**config.mk**
```make
export PLATFORM = sky130hd
export DESIGN_NAME = mem_load_unit
export DESIGN_NICKNAME = d
export VERILOG_FILES = /design/src/rtl/mem_load_unit.sv
export SDC_FILE = /design/constraint.sdc
export NUM_CORES = 1
export LEC_CHECK = 0
export CORE_UTILIZATION = 46
export DETAILED_ROUTE_END_ITERATION = 10
export GPL_ROUTABILITY_DRIVEN = 0
export PLACE_DENSITY = 0.8
export SLEW_MARGIN = 15
export SYNTH_ARGS = -nofsm -noshare
export SYNTH_HDL_FRONTEND = slang
export SYNTH_SLANG_ARGS = --single-unit
export TNS_END_PERCENT = 10
```
**constraint.sdc**
```tcl
create_clock -name clk -period 2.1 [get_ports clk]
set_input_delay 0.21 -clock clk [delete_from_list [all_inputs] [get_ports clk]]
set_output_delay 0.21 -clock clk [all_outputs]
set_load 0.01 [all_outputs]
```
**src/rtl/mem_load_unit.sv**
```systemverilog
// -----------------------------------------------------------------------------
// mem_load_unit
//
// Memory-stage load unit. A load issued from IDLE sends one word-aligned read
// request, freezes the upstream pipeline and waits for dm_ready. The returned
// word is then byte/half/word extracted and registered as a one-cycle
// writeback. A non-load is passed straight through to the writeback registers
// in one cycle. If no data arrives within TIMEOUT wait cycles, the load
// completes with no writeback. The sticky load_err flag records timeouts and
// illegal load types.
//
// Ports
//   clk, rst         : single clock, synchronous active-high reset
//   is_load_mem      : load type (000 none, 001 LW, 010 LH, 011 LB, 100 LHU,
//                      101 LBU, 110 FLW, 111 illegal)
//   alu_out_mem      : byte address for a load, result value otherwise
//   rd_addr_mem      : destination register
//   wb_en_mem        : integer writeback enable
//   float_wb_en_mem  : float writeback enable
//   dm_ready         : read data valid this cycle
//   dm_rdata         : read word
//   dm_req, dm_addr  : read request and word-aligned read address
//   stall            : freeze the upstream pipeline
//   wb_data, rd_addr_wb, wb_en_wb, float_wb_en_wb : registered writeback
//   load_err         : sticky error flag, cleared only by rst
// -----------------------------------------------------------------------------
module mem_load_unit #(
    parameter logic [7:0] TIMEOUT = 8'd255
) (
    input  logic        clk,
    input  logic        rst,
    input  logic [2:0]  is_load_mem,
    input  logic [31:0] alu_out_mem,
    input  logic [4:0]  rd_addr_mem,
    input  logic        wb_en_mem,
    input  logic        float_wb_en_mem,
    input  logic        dm_ready,
    input  logic [31:0] dm_rdata,
    output logic        dm_req,
    output logic [31:0] dm_addr,
    output logic        stall,
    output logic [31:0] wb_data,
    output logic [4:0]  rd_addr_wb,
    output logic        wb_en_wb,
    output logic        float_wb_en_wb,
    output logic        load_err
);

    localparam logic [2:0] LD_NONE = 3'b000;
    localparam logic [2:0] LD_LW   = 3'b001;
    localparam logic [2:0] LD_LH   = 3'b010;
    localparam logic [2:0] LD_LB   = 3'b011;
    localparam logic [2:0] LD_LHU  = 3'b100;
    localparam logic [2:0] LD_LBU  = 3'b101;
    localparam logic [2:0] LD_FLW  = 3'b110;
    localparam logic [2:0] LD_ILL  = 3'b111;

    typedef enum logic [1:0] {
        S_IDLE = 2'd0,
        S_WAIT = 2'd1,
        S_DONE = 2'd2
    } state_t;

    // Shift the addressed byte down to bit 0, then extend. Because the shift
    // zero-fills, a halfword at offset 3 naturally sees byte 3 with a zero
    // upper byte, and a misaligned word returns only the upper bytes.
    function automatic logic [31:0] extract_load(input logic [2:0]  ltype,
                                                 input logic [1:0]  off,
                                                 input logic [31:0] rdata);
        logic [31:0] sh;
        sh = rdata >> {off, 3'b000};
        case (ltype)
            LD_LW, LD_FLW: extract_load = sh;
            LD_LH:         extract_load = {{16{sh[15]}}, sh[15:0]};
            LD_LHU:        extract_load = {16'h0000, sh[15:0]};
            LD_LB:         extract_load = {{24{sh[7]}}, sh[7:0]};
            LD_LBU:        extract_load = {24'h000000, sh[7:0]};
            default:       extract_load = 32'h0000_0000;
        endcase
    endfunction

    state_t      state_q, state_d;
    logic [7:0]  cnt_q, cnt_d;
    logic [29:0] addr_q, addr_d;
    logic [1:0]  off_q, off_d;
    logic [2:0]  type_q, type_d;
    logic [4:0]  rd_q, rd_d;
    logic        wben_q, wben_d;
    logic        fwben_q, fwben_d;
    logic [31:0] wb_data_q, wb_data_d;
    logic [4:0]  rd_addr_wb_q, rd_addr_wb_d;
    logic        wb_en_wb_q, wb_en_wb_d;
    logic        fwb_en_wb_q, fwb_en_wb_d;
    logic        err_q, err_d;

    logic        dm_req_s;
    logic [31:0] dm_addr_s;
    logic        stall_s;
    logic        is_load_s;
    logic        timeout_s;

    assign is_load_s = (is_load_mem != LD_NONE) && (is_load_mem != LD_ILL);
    // The current wait cycle is the TIMEOUT-th one without data.
    assign timeout_s = (TIMEOUT != 8'd0) && (cnt_q == (TIMEOUT - 8'd1));

    // Next-state, request/stall and writeback selection.
    always_comb begin
        state_d      = state_q;
        cnt_d        = cnt_q;
        addr_d       = addr_q;
        off_d        = off_q;
        type_d       = type_q;
        rd_d         = rd_q;
        wben_d       = wben_q;
        fwben_d      = fwben_q;
        err_d        = err_q;
        // Writeback registers are only non-zero for the one cycle that
        // follows a pass-through or a completed load.
        wb_data_d    = 32'h0000_0000;
        rd_addr_wb_d = 5'd0;
        wb_en_wb_d   = 1'b0;
        fwb_en_wb_d  = 1'b0;
        dm_req_s     = 1'b0;
        dm_addr_s    = 32'h0000_0000;
        stall_s      = 1'b0;

        case (state_q)
            S_IDLE: begin
                if (is_load_s) begin
                    dm_req_s  = 1'b1;
                    dm_addr_s = {alu_out_mem[31:2], 2'b00};
                    stall_s   = 1'b1;
                    addr_d    = alu_out_mem[31:2];
                    off_d     = alu_out_mem[1:0];
                    type_d    = is_load_mem;
                    rd_d      = rd_addr_mem;
                    wben_d    = wb_en_mem;
                    fwben_d   = float_wb_en_mem;
                    cnt_d     = 8'd0;
                    state_d   = S_WAIT;
                end else if (is_load_mem == LD_ILL) begin
                    wb_data_d    = alu_out_mem;
                    rd_addr_wb_d = rd_addr_mem;
                    err_d        = 1'b1;
                end else begin
                    wb_data_d    = alu_out_mem;
                    rd_addr_wb_d = rd_addr_mem;
                    wb_en_wb_d   = wb_en_mem;
                    fwb_en_wb_d  = float_wb_en_mem;
                end
            end
            S_WAIT: begin
                dm_req_s  = 1'b1;
                dm_addr_s = {addr_q, 2'b00};
                stall_s   = 1'b1;
                // Data arriving on the timeout cycle still completes the load.
                if (dm_ready) begin
                    wb_data_d    = extract_load(type_q, off_q, dm_rdata);
                    rd_addr_wb_d = rd_q;
                    wb_en_wb_d   = wben_q;
                    fwb_en_wb_d  = fwben_q;
                    cnt_d        = 8'd0;
                    state_d      = S_DONE;
                end else if (timeout_s) begin
                    err_d   = 1'b1;
                    cnt_d   = 8'd0;
                    state_d = S_DONE;
                end else begin
                    cnt_d = cnt_q + 8'd1;
                end
            end
            S_DONE: begin
                state_d = S_IDLE;
            end
            default: begin
                state_d = S_IDLE;
            end
        endcase
    end

    // State and writeback registers with synchronous reset.
    always_ff @(posedge clk) begin
        if (rst) begin
            state_q      <= S_IDLE;
            cnt_q        <= 8'd0;
            addr_q       <= 30'd0;
            off_q        <= 2'd0;
            type_q       <= LD_NONE;
            rd_q         <= 5'd0;
            wben_q       <= 1'b0;
            fwben_q      <= 1'b0;
            wb_data_q    <= 32'h0000_0000;
            rd_addr_wb_q <= 5'd0;
            wb_en_wb_q   <= 1'b0;
            fwb_en_wb_q  <= 1'b0;
            err_q        <= 1'b0;
        end else begin
            state_q      <= state_d;
            cnt_q        <= cnt_d;
            addr_q       <= addr_d;
            off_q        <= off_d;
            type_q       <= type_d;
            rd_q         <= rd_d;
            wben_q       <= wben_d;
            fwben_q      <= fwben_d;
            wb_data_q    <= wb_data_d;
            rd_addr_wb_q <= rd_addr_wb_d;
            wb_en_wb_q   <= wb_en_wb_d;
            fwb_en_wb_q  <= fwb_en_wb_d;
            err_q        <= err_d;
        end
    end

    // The request and stall must already be valid in the issuing cycle, so
    // they are decoded from state; rst masks them so a reset cycle never
    // requests memory or freezes the pipeline.
    assign dm_req         = dm_req_s & ~rst;
    assign dm_addr        = rst ? 32'h0000_0000 : dm_addr_s;
    assign stall          = stall_s & ~rst;
    assign wb_data        = wb_data_q;
    assign rd_addr_wb     = rd_addr_wb_q;
    assign wb_en_wb       = wb_en_wb_q;
    assign float_wb_en_wb = fwb_en_wb_q;
    assign load_err       = err_q;

endmodule

```
* Word-level counts from Yosys, hierarchy flattened *
Cells that the tools add are included.

cells by class
  add/subtract/negate cells = 1
  div/mod/pow operators = 0
  eq/ne operators = 16
  shift-type cells = 1
  $mul = 0
  multiplexer cells = 33
  order comparisons = 0
  reductions and logical operators = 9
  bitwise gates (word level) = 2

operators with widths
  kind                                                                   count
  32-bit case mux with 5 select lines                                    1
  32-bit 2-to-1 mux                                                      4
  32-bit case mux with 2 select lines                                    2
  32-bit by 5-bit >> shifter with 32-bit output                          1
  8-bit 2-to-1 mux                                                       3
  8-bit case mux with 2 select lines                                     1
  3-bit equality test, second input constant                             4
  1-bit 2-to-1 mux                                                       11
  5-bit 2-to-1 mux                                                       2
  2-bit inequality test, second input constant                           5
  5-bit case mux with 2 select lines                                     1
  8-bit by 1-bit adder with 8-bit output, second input constant          1
  8-bit equality test, second input constant                             1
  1-bit case mux with 2 select lines                                     4
  3-bit by 2-bit equality test with 1-bit output, second input constant  2
  2-bit 2-to-1 mux                                                       3
  3-bit inequality test, second input constant                           2
  2-bit AND reduction                                                    3
  5-bit AND reduction                                                    1
  2-bit case mux with 2 select lines                                     1
  3-bit by 1-bit equality test with 1-bit output, second input constant  1
  3-bit nonzero test                                                     1
  2-bit by 1-bit equality test with 1-bit output, second input constant  1
  2-bit zero test                                                        1
  other kinds (5)                                                        5

word-level totals
  latch bits = 0
  register bits = 92
  output and inout bits = 74
  input port bits = 77
  memory bits (read-only) = 0
  logic and storage cells = 75
  memories = 0
  bits in writable memories = 0

* Depth between registers and ports, before layout *
Gate-level depths: netlist of run 1.

  word-level depth = 5
  gate-level depth with buffers = 8
  gate-level depth less buffers = 6

* Worst setup path before layout of run 1 *
Ideal clock, no wire load.

  path kind = flip-flop to flip-flop
  from = register off_q[0]
  to = register wb_data_q[22], in the netlist wb_data[22]
  path buffers = 2
  slack = 0.300 ns
  required time = 1.966 ns
  data arrival time = 1.666 ns
  period minus slack after synthesis = 1.800 ns
  library setup time = 0.134 ns
  cell stages (with the launch flop) = 7
  cell sequence = dfxtp_1 > buf_6 > mux4_2 > and2_4 > o31ai_4 > buf_6 > a211oi_1

between the ends
  word-level cells in the longest chain between the ends = 4

RTL lines
  what                                           line  text
  start, declared                                85    logic [1:0] off_q, off_d;
  start signal, assigned                         187   off_q <= 2'd0;
  start signal, assigned                         201   off_q <= off_d;
  32-bit by 5-bit >> shifter with 32-bit output  71    sh = rdata >> {off, 3'b000};
  32-bit case mux with 5 select lines            72    case (ltype)
  32-bit 2-to-1 mux                              157   if (dm_ready) begin
  32-bit case mux with 2 select lines            127   case (state_q)
  end signal, assigned                           206   wb_data_q <= wb_data_d;
  end, declared                                  90    logic [31:0] wb_data_q, wb_data_d;

No other way between the ends.
A chain may end at the register's enable or synchronous reset.

* Worst setup path after layout of run 1 *
  from = register state_q[1]
  to = output port dm_addr[18]

between the ends
  word-level cells in the longest chain between the ends = 3
  elaborated cells between the ends (all ways) = 4
  those cells by class = eq/ne (1); mux (2); reduce/logical (1)

RTL lines
  what                                                                                      line  text
  start, declared                                                                           82    state_t state_q, state_d;
  start signal, assigned                                                                    198   state_q <= state_d;
  2-bit by 1-bit equality test with 1-bit output / 2-bit zero test (equally long branches)  127
  32-bit case mux with 2 select lines (*)                                                   127
  32-bit 2-to-1 mux (*)                                                                     218   assign dm_addr = rst ? 32'h0000_0000 : dm_addr_s;
  end, declared                                                                             40    output logic [31:0] dm_addr,

Every way passes the cells marked *; elsewhere a longest branch is shown, timed or not.

==> flow_summary.yaml, run 1 <==
timing:
  fin_crit_sh_pct: 111
  holdWs_ns: 0.283
  setup_tns_ns: -0.460
  final-setup-viol-count: 3
  tightest_slew_ns: 0.615
  setup_slack_ns: -0.233
  slew_viol_final: 0
  grt_setup_unrepaired: "true"
  fin_crit_ns: 2.33
  slew_headroom_pct: 58.6
  worst_clock_skew_ns: 0.0102
  finalHoldViolations: 0
  fmax_mhz: 429
critical_path:
  cp-end-kind: "primary output"
  worst_r2r_endpoint: "wb_data[31]"
  r2r_slack_ns: 0.26
  cp_num_buf_inv: 3
  crit_required_ns: 1.89
  cpPeakStageDelay_ns: 0.55
  crit_chain: "buf_4, or2_2, buf_8, a21oi_1, clkdlybuf4s50_1"
  start_kind: "flip-flop"
  r2r_cells: 4
  critPathSlowestCell: "clkdlybuf4s50_1"
  worstPathArrival_ns: 2.12
  path_max_fanout: 35
  critPathKind: "reg2out"
  cp_top_family: "buffers and inverters"
  r2r_start: "type_q[2]"
routing:
  vias: 4825
  routed_wl_mm: 14.2
  vias_per_cell: 5.65
  final_antenna_net_count: 0
  drtIter0Drc: 311
  drc: 0
  dr.pass1.iters: 5
  wl_per_cell_um: 16.7
yosys:
  synthArstFlopShare_pct: 0
  synth.avg_cell_area_um2: 7.86
  synth_seq_cells: 92
  synth_edf_count: 0
  synth_area_um2: 4510
  yosysMostFrequentCell: "nand2_1"
  synth-warning-count: 0
  synth_top_area_share_pct: 40.8
  yosys.area.top_type: "dfxtp_1"
  ys_types: 52
  synth_commonest_cells: "128 x nand2_1, 101 x a21oi_1, 92 x dfxtp_1"
  synth_cells: 574
  yosysSeqAreaShare_pct: 40.8
  synth_top_cells_by_area: "dfxtp_1 41%, a21oi_1 11%, nand2_1 11%, a22oi_1 4.5%, nor2_1 2.7%"
  ys.flop_type: "dfxtp_1"
status:
  status: "complete, but fails checks"
  violations: "setup timing"
clock_network:
  postCtsSetupBuffers: 0
  cts_buffers: 9
  clock_path_buffers: 2
  hold_buffers: 0
  clock_latency_ns: 0.36
  clk_pin_slew_worst_paths_ns: 0.09
  clock-root-buffer: "clkbuf_8"
  clock_sinks: 92
  cts-htree-levels: 3
  cts_tree: "yes"
floorplan:
  dieArea_um2: 10200
  row_count: 35
  initial_utilization_pct: 48.1
  die_w_um: 101
  core_um2: 9370
  dieHeight_um: 101
  ios: 151
global_routing:
  grt_pass1_vias: 4492
  grt_max_degree: 59
  antenna_found_initial: 0
  top_usage_layer: "met2"
  met2_usage_pct: 48.7
  grt_pass1_wl_mm: 22.0
  grt.total_usage_pct: 27.9
  grt.met1_usage_pct: 34.6
  use_met3_pct: 4.92
  grt_overflow_total: 0
min_path:
  hold_depth: 4
  hold_path_end: "type_q[0]"
  hold_class: "in2reg"
  holdCritStartpoint: "is_load_mem[0]"
layout:
  drive_above_1_share_pct: 11.4
  layout.nets: 799
  num_antenna_cells: 0
  syn2layout_area_growth_pct: 43.5
  post-route-util_pct: 69.1
power_and_ir_drop:
  power.leakage_nw: 2.45
  ir_drop_mv: 0.437
  powerDensity_nw_per_um2: 678
place:
  hpwl_mm: 10.3
  port-buffer-count: 148
run:
  cap_violations: 0
==> worst max path at each step <==
| stage | start | to | slack, ns | cells after the start |
|---|---|---|---|---|
| floorplan | off_q[0] | wb_data[22] | 0.30 | 6 |
| global placement | is_load_mem[0] | dm_addr[28] | -0.19 | 7 |
| detailed placement | is_load_mem[0] | dm_addr[22] | -0.24 | 7 |
| CTS | state_q[1] | dm_addr[18] | -0.23 | 5 |
| global route | state_q[1] | dm_addr[24] | -0.33 | 5 |
| finish | state_q[1] | dm_addr[18] | -0.23 | 5 |
==> cells in the final DEF (no fill, tap or decap), types with 5 or more instances in the layout <==
cell type,n
a211o_1,7
a211oi_1,16
a21oi_1,99
a22oi_1,27
a311oi_1,11
a32oi_1,7
and2_1,7
buf_12,5
buf_4,29
clkbuf_2,5
clkbuf_8,11
clkdlybuf4s50_1,116
dfxtp_1,92
dlygate4sd2_1,19
dlymetal6s2s_1,6
mux2_2,8
mux2i_1,8
nand2_1,127
nand3_1,7
nor2_1,32
nor2b_1,9
o21ai_0,11
==> metal layers <==
| metal | share of wire [%] | vias to the layer above |
|---|---|---|
| li1 | - | 2336 |
| met1 | 41 | 2225 |
| met2 | 50 | 234 |
| met3 | 7.5 | 30 |
| met4 | 2.5 | 0 |
| met5 | 0 | - |
==> worst reg2reg max path, delay by kind of cell (launching register included) <==
kind / cells / cell delay (ns)
AO/OA/AOI/OAI: 3 / 0.77
flip-flops: 1 / 0.45
AND/OR/NAND/NOR: 1 / 0.54
==> area by class of cell <==
type                            count  area [um2]
Fill cell                         792        2900
Multi-Input combinational cell    428        2450
Sequential cell                    92        1840
Timing Repair Buffer              185        1800
Tap cell                          129         161
Clock buffer                       11         151
Clock inverter                      5        58.8
Inverter                            4        15.0
==> power by group <==
part           total [mW]  switching (mW)  internal (mW)
Sequential           1.91          0.0609           1.85
Clock                1.26           0.645          0.618
Combinational        1.21           0.649          0.562
==> logic make-up after synthesis <==
logic type                 Yosys count  share of synthesized area [%]
AOI/OAI and AO/OA                  193                           27.5
adders and majority gates            2                          0.555
buffers and inverters               55                           5.66
DFF                                 92                           40.8
muxes                               17                           4.27
other                                1                         0.0832
and+or+nand+nor                    214                           21.1
==> through the flow <==
stage	instance area [um2]	setup WS [ns]	total power, mW	std cells
after CTS	6450	-0.228	4.38	854
after global placement	6260	-0.190	3.13	838
final	6470	-0.233	4.39	854
after floorplan	4510	0.300	2.59	575
after detailed placement	6260	-0.241	3.17	838
after global routing	6470	-0.327	4.60	854
==> flip-flops by register name, indices dropped and copies added (netlist names) <==
signal and cells:
wb_data 32, addr_q 30, cnt_q 8, rd_addr_wb 5, rd_q 5, type_q 3, off_q 2, state_q 2
float_wb_en_wb 1, fwben_q 1, load_err 1, wb_en_wb 1, wben_q 1
==> what timing repair did <==
action	in CTS	in global routing
cloned	0	0
endpoints found under the setup margin	32	30
gates resized for setup	31	22
Power figures use the tool's default switching activity.
==> inputs of run 2 (changes only) <==
--- a/config.mk
+++ b/config.mk
@@ -6,9 +6,10 @@
 export NUM_CORES = 1
 export LEC_CHECK = 0
 export CORE_UTILIZATION = 46
+export CTS_CLUSTER_SIZE = 40
 export DETAILED_ROUTE_END_ITERATION = 10
 export GPL_ROUTABILITY_DRIVEN = 0
-export PLACE_DENSITY = 0.8
+export PLACE_DENSITY = 0.89
 export SLEW_MARGIN = 15
 export SYNTH_ARGS = -nofsm -noshare
 export SYNTH_HDL_FRONTEND = slang
==> run 2 against run 1 <==
Against the previous run:
- critical endpoint is now dm_addr[21]
- register-to-register slack is essentially flat
- global-route usage grew 0.53 points
- first-iteration DRC count shrank 10%
- critical path depth is the same
- via count grew 2.9%
- the flow now finishes without violations
- core utilization shrank 0.81 points
- combinational power is essentially flat
- cell count is the same
- flip-flop and latch count is the same
- count of clock-buffer cells in the layout shrank 2
- routed wire length grew 1.1%
- design area shrank 1.2%
==> flow_summary.yaml, run 2 (synthesis gave the netlist of run 1 again) <==
floorplan:
  initial_utilization_pct: 48.1
  ios: 151
  row_count: 35
  die_w_um: 101
  dieArea_um2: 10200
  core_um2: 9370
  dieHeight_um: 101
place:
  hpwl_mm: 10.4
  dp.cells: 838
  placed_area_um2: 6280
  port-buffer-count: 148
clock_network:
  cts_buffers: 9
  clock_latency_ns: 0.36
  cts-htree-levels: 3
  cts_tree: "yes"
  clock_path_buffers: 2
  clock_sinks: 92
  clock-root-buffer: "clkbuf_8"
  clk_pin_slew_worst_paths_ns: 0.09
  hold_buffers: 0
timing:
  fin_crit_ns: 2.04
  setup_tns_ns: 0
  grt_setup_unrepaired: "true"
  slew_viol_final: 0
  final-setup-viol-count: 0
  slew_headroom_pct: 59.6
  finalHoldViolations: 0
  tightest_slew_ns: 0.602
  fin_crit_sh_pct: 97.2
  worst_clock_skew_ns: 0.0124
  fmax_mhz: 490
routing:
  wl_per_cell_um: 16.9
  drc: 0
  final_antenna_net_count: 0
  routed_wl_mm: 14.4
  drtIter0Drc: 279
  vias: 4967
  vias_per_cell: 5.82
  dr.pass1.iters: 5
critical_path:
  worstPathArrival_ns: 1.83
  cpPeakStageDelay_ns: 0.34
  crit_required_ns: 1.89
  critPathSlowestCell: "or2_2"
  path_max_fanout: 51
  critPathKind: "reg2out"
  start_kind: "flip-flop"
  crit_chain: "buf_4, or2_2, buf_12, a21oi_1, clkdlybuf4s15_1"
  cp-end-kind: "primary output"
layout:
  multiInputGateArea_um2: 2440
  final_cell_mix: "127 x nand2_1, 114 x clkdlybuf4s50_1, 99 x a21oi_1, 92 x dfxtp_1, 33 x nor2_1"
  fin_area_um2: 6400
  fillers: 779
  largest_register_ff_count: 32
  num_antenna_cells: 0
  drive_above_1_share_pct: 12.8
  syn2layout_area_growth_pct: 41.8
  finalNonFillerCells: 854
  layout_commonest_cell: "nand2_1"
  layout.nets: 799
  register_area_um2: 1840
status:
  status: "completed"
global_routing:
  antenna_found_initial: 0
  grt_pass1_wl_mm: 22.7
  grt_pass1_vias: 4742
  grt.total_usage_pct: 28.4
  grt_overflow_total: 0
  grt_max_degree: 59
power_and_ir_drop:
  ir_drop_mv: 0.412
  powerDensity_nw_per_um2: 658
  power.leakage_nw: 2.33
run:
  cap_violations: 0
min_path:
  hold_class: "in2reg"
-- run 2: cell types whose count changed in the layout (fill, tap and decap cells not counted), sizes merged --
cell	before	now
dlygate4sd2	19	10
clkdlybuf4s15	1	6
clkinv	1	4
clkbuf	16	25
clkdlybuf4s50	116	114
bufinv	1	0
dlymetal6s2s	6	1
-- run 2: layout make-up --
cell class | count | area share, %
Clock buffer | 9 | 1.94
Timing Repair Buffer | 185 | 27.5
Tap cell | 129 | 2.52
Multi-Input combinational cell | 428 | 38.2
Clock inverter | 7 | 0.802
Sequential cell | 92 | 28.8
Inverter | 4 | 0.235
-- run 2: per-stage QoR --
| step | hold slack (ns) | total power, mW | utilization [%] | worst slack, ns |
|---|---|---|---|---|
| 2_1_floorplan | 0.346 | 2.59 | - | 0.300 |
| 3_3_place_gp | 0.442 | 3.13 | 67.0 | -0.186 |
| 3_5_place_dp | 0.449 | 3.18 | 67.0 | -0.253 |
| 4_1_cts | 0.426 | 4.21 | 68.6 | 0.0154 |
| 5_1_grt | 0.335 | 4.41 | 68.3 | -0.0379 |
| 6_report | 0.309 | 4.21 | 68.3 | 0.0580 |
-- run 2: worst paths after layout --
kind                  start           to  slack (ns)  cells after the start
max              state_q[1]  dm_addr[21]        0.06                      5
min          is_load_mem[0]    type_q[0]        0.31                      4
max reg2reg       type_q[2]  wb_data[29]        0.26                      4
min reg2reg       addr_q[0]    addr_q[0]        0.46                      2
-- run 2: per-layer routing --
layer  wire [um]  share of wire, %  vias to the layer above  GRT usage, %
li1            -                 -                     2330             -
met1        5600                39                     2294          33.1
met2        6830                47                      283          49.6
met3        1280               8.9                       60          5.76
met4         684               4.8                        0          14.0
met5           0                 0                        -             0
-- run 2: report_power, final --
group | switching, mW | internal (mW)
clock network | 0.652 | 0.434
registers | 0.0596 | 1.85
logic | 0.655 | 0.556
-- run 2: worst max-delay path: cells and delay by family, from the launching register on --
family,cells,cell delay (ns)
AND/OR/NAND/NOR,1,0.34
AO/OA/AOI/OAI,1,0.15
buffers and inverters,3,0.62
flip-flops,1,0.33
-- run 2: what timing repair did --
action,4_1_cts,5_1_grt
resized for setup,36,43
cloned,0,0
buffers inserted,0,0
endpoints found under the setup margin,32,30
==> inputs of run 3 (changes only) <==
--- a/config.mk
+++ b/config.mk
@@ -10,6 +10,7 @@
 export DETAILED_ROUTE_END_ITERATION = 10
 export GPL_ROUTABILITY_DRIVEN = 0
 export PLACE_DENSITY = 0.89
+export REMOVE_ABC_BUFFERS = 1
 export SLEW_MARGIN = 15
 export SYNTH_ARGS = -nofsm -noshare
 export SYNTH_HDL_FRONTEND = slang
==> run 3 against run 2 <==
Against the previous run:
- count of clock-buffer cells in the layout is the same
- critical path depth grew 1
- clock skew shrank 0.0015 ns
- non-clock buffer count grew 12
- critical endpoint is now dm_addr[25]
- clock power grew 10%
- the run now ends with setup timing left
==> flow_summary.yaml, run 3 (synthesis gave the netlist of run 1 again) <==
global_routing:
  antenna_found_initial: 0
  grt_max_degree: 59
  grt.total_usage_pct: 29.5
  grt_overflow_total: 0
  grt_pass1_vias: 4923
  grt_pass1_wl_mm: 23.5
run:
  cap_violations: 0
floorplan:
  dieHeight_um: 101
  initial_utilization_pct: 48.1
  core_um2: 9370
  die_w_um: 101
  ios: 151
  dieArea_um2: 10200
  row_count: 35
critical_path:
  path_max_fanout: 15
  crit_required_ns: 1.89
  worstPathArrival_ns: 2.09
  critPathKind: "reg2out"
  cp-end-kind: "primary output"
  start_kind: "flip-flop"
layout:
  syn2layout_area_growth_pct: 46.2
  layout.nets: 811
  drive_above_1_share_pct: 12.1
  largest_register_ff_count: 32
  num_antenna_cells: 0
  final_cell_mix: "127 x nand2_1, 127 x clkdlybuf4s50_1, 101 x a21oi_1, 92 x dfxtp_1, 41 x buf_4"
  fin_area_um2: 6590
power_and_ir_drop:
  power.leakage_nw: 2.54
  powerDensity_nw_per_um2: 668
  total_power_mw: 4.41
  ir_drop_mv: 0.412
place:
  placed_area_um2: 6350
  hpwl_mm: 10.9
  port-buffer-count: 148
routing:
  drtIter0Drc: 250
  vias: 5017
  final_antenna_net_count: 0
  wl_per_cell_um: 17.6
  routed_wl_mm: 15.2
  dr.pass1.iters: 5
  vias_per_cell: 5.79
  drc: 0
timing:
  grt_setup_unrepaired: "true"
  fin_crit_sh_pct: 110
  worst_clock_skew_ns: 0.0109
  final-setup-viol-count: 14
  fin_crit_ns: 2.30
  finalHoldViolations: 0
  slew_viol_final: 0
  tightest_slew_ns: 0.613
  setup_slack_ns: -0.200
  fmax_mhz: 435
  slew_headroom_pct: 59.1
clock_network:
  clock_path_buffers: 2
  cts_tree: "yes"
  cts-htree-levels: 3
  clock_latency_ns: 0.36
  clk_pin_slew_worst_paths_ns: 0.08
  clock_sinks: 92
  hold_buffers: 0
  clock-root-buffer: "clkbuf_8"
  cts_buffers: 9
status:
  violations: "setup timing"
  status: "complete, but fails checks"
min_path:
  hold_class: "in2reg"
## run 3: where the power goes
part	internal, mW	leakage [nW]	total (mW)	switching (mW)
sequential	1.85	0.751	1.92	0.0655
clock	0.557	0.104	1.20	0.639
combinational	0.608	1.69	1.29	0.682
## run 3: stage by stage
stage	setup TNS, ns	hold slack [ns]	utilization (%)	setup WS (ns)	cells
after floorplan	-5.74	0.279	-	-0.352	524
after global placement	-4.05	0.442	67.7	-0.145	848
after detailed placement	-5.82	0.448	67.7	-0.223	848
after CTS	-4.00	0.342	69.8	-0.217	864
after global routing	-3.75	0.355	70.3	-0.297	866
final	-2.19	0.326	70.3	-0.200	866
## run 3: final timing paths
kind,startpoint,end,cells after the start,slack (ns)
max,state_q[0],dm_addr[25],6,-0.20
min,is_load_mem[0],type_q[0],4,0.33
max reg2reg,off_q[0],wb_data[31],7,0.19
min reg2reg,addr_q[24],addr_q[24],2,0.46
## run 3: what timing repair did
item | 4_1_cts | 5_1_grt
buffers inserted | 0 | 2
gates cloned | 0 | 0
endpoints found under the setup margin | 32 | 30
resized for setup | 11 | 17
## run 3: routing by layer
layer / up-vias / routed length, um / global-route usage, %
met5: - / 0 / 0
met4: 0 / 369 / 14.4
met3: 33 / 1240 / 5.20
met2: 245 / 7660 / 53.3
met1: 2379 / 5950 / 33.6
li1: 2360 / - / -
## run 3: worst max-delay path, stage by stage, from the launching register on
cell	delay [ns]
dfxtp_1	0.36
buf_4	0.17
nor2b_2	0.21
buf_6	0.20
nand2_1	0.08
a21oi_1	0.16
clkdlybuf4s50_1	0.56
## run 3: cell type report
cell class / count / area, um2
Clock buffer: 9 / 124
Timing Repair Buffer: 197 / 1940
Fill cell: 708 / 2780
Multi-Input combinational cell: 428 / 2440
Sequential cell: 92 / 1840
Inverter: 4 / 15.0
Clock inverter: 7 / 71.3
Tap cell: 129 / 161
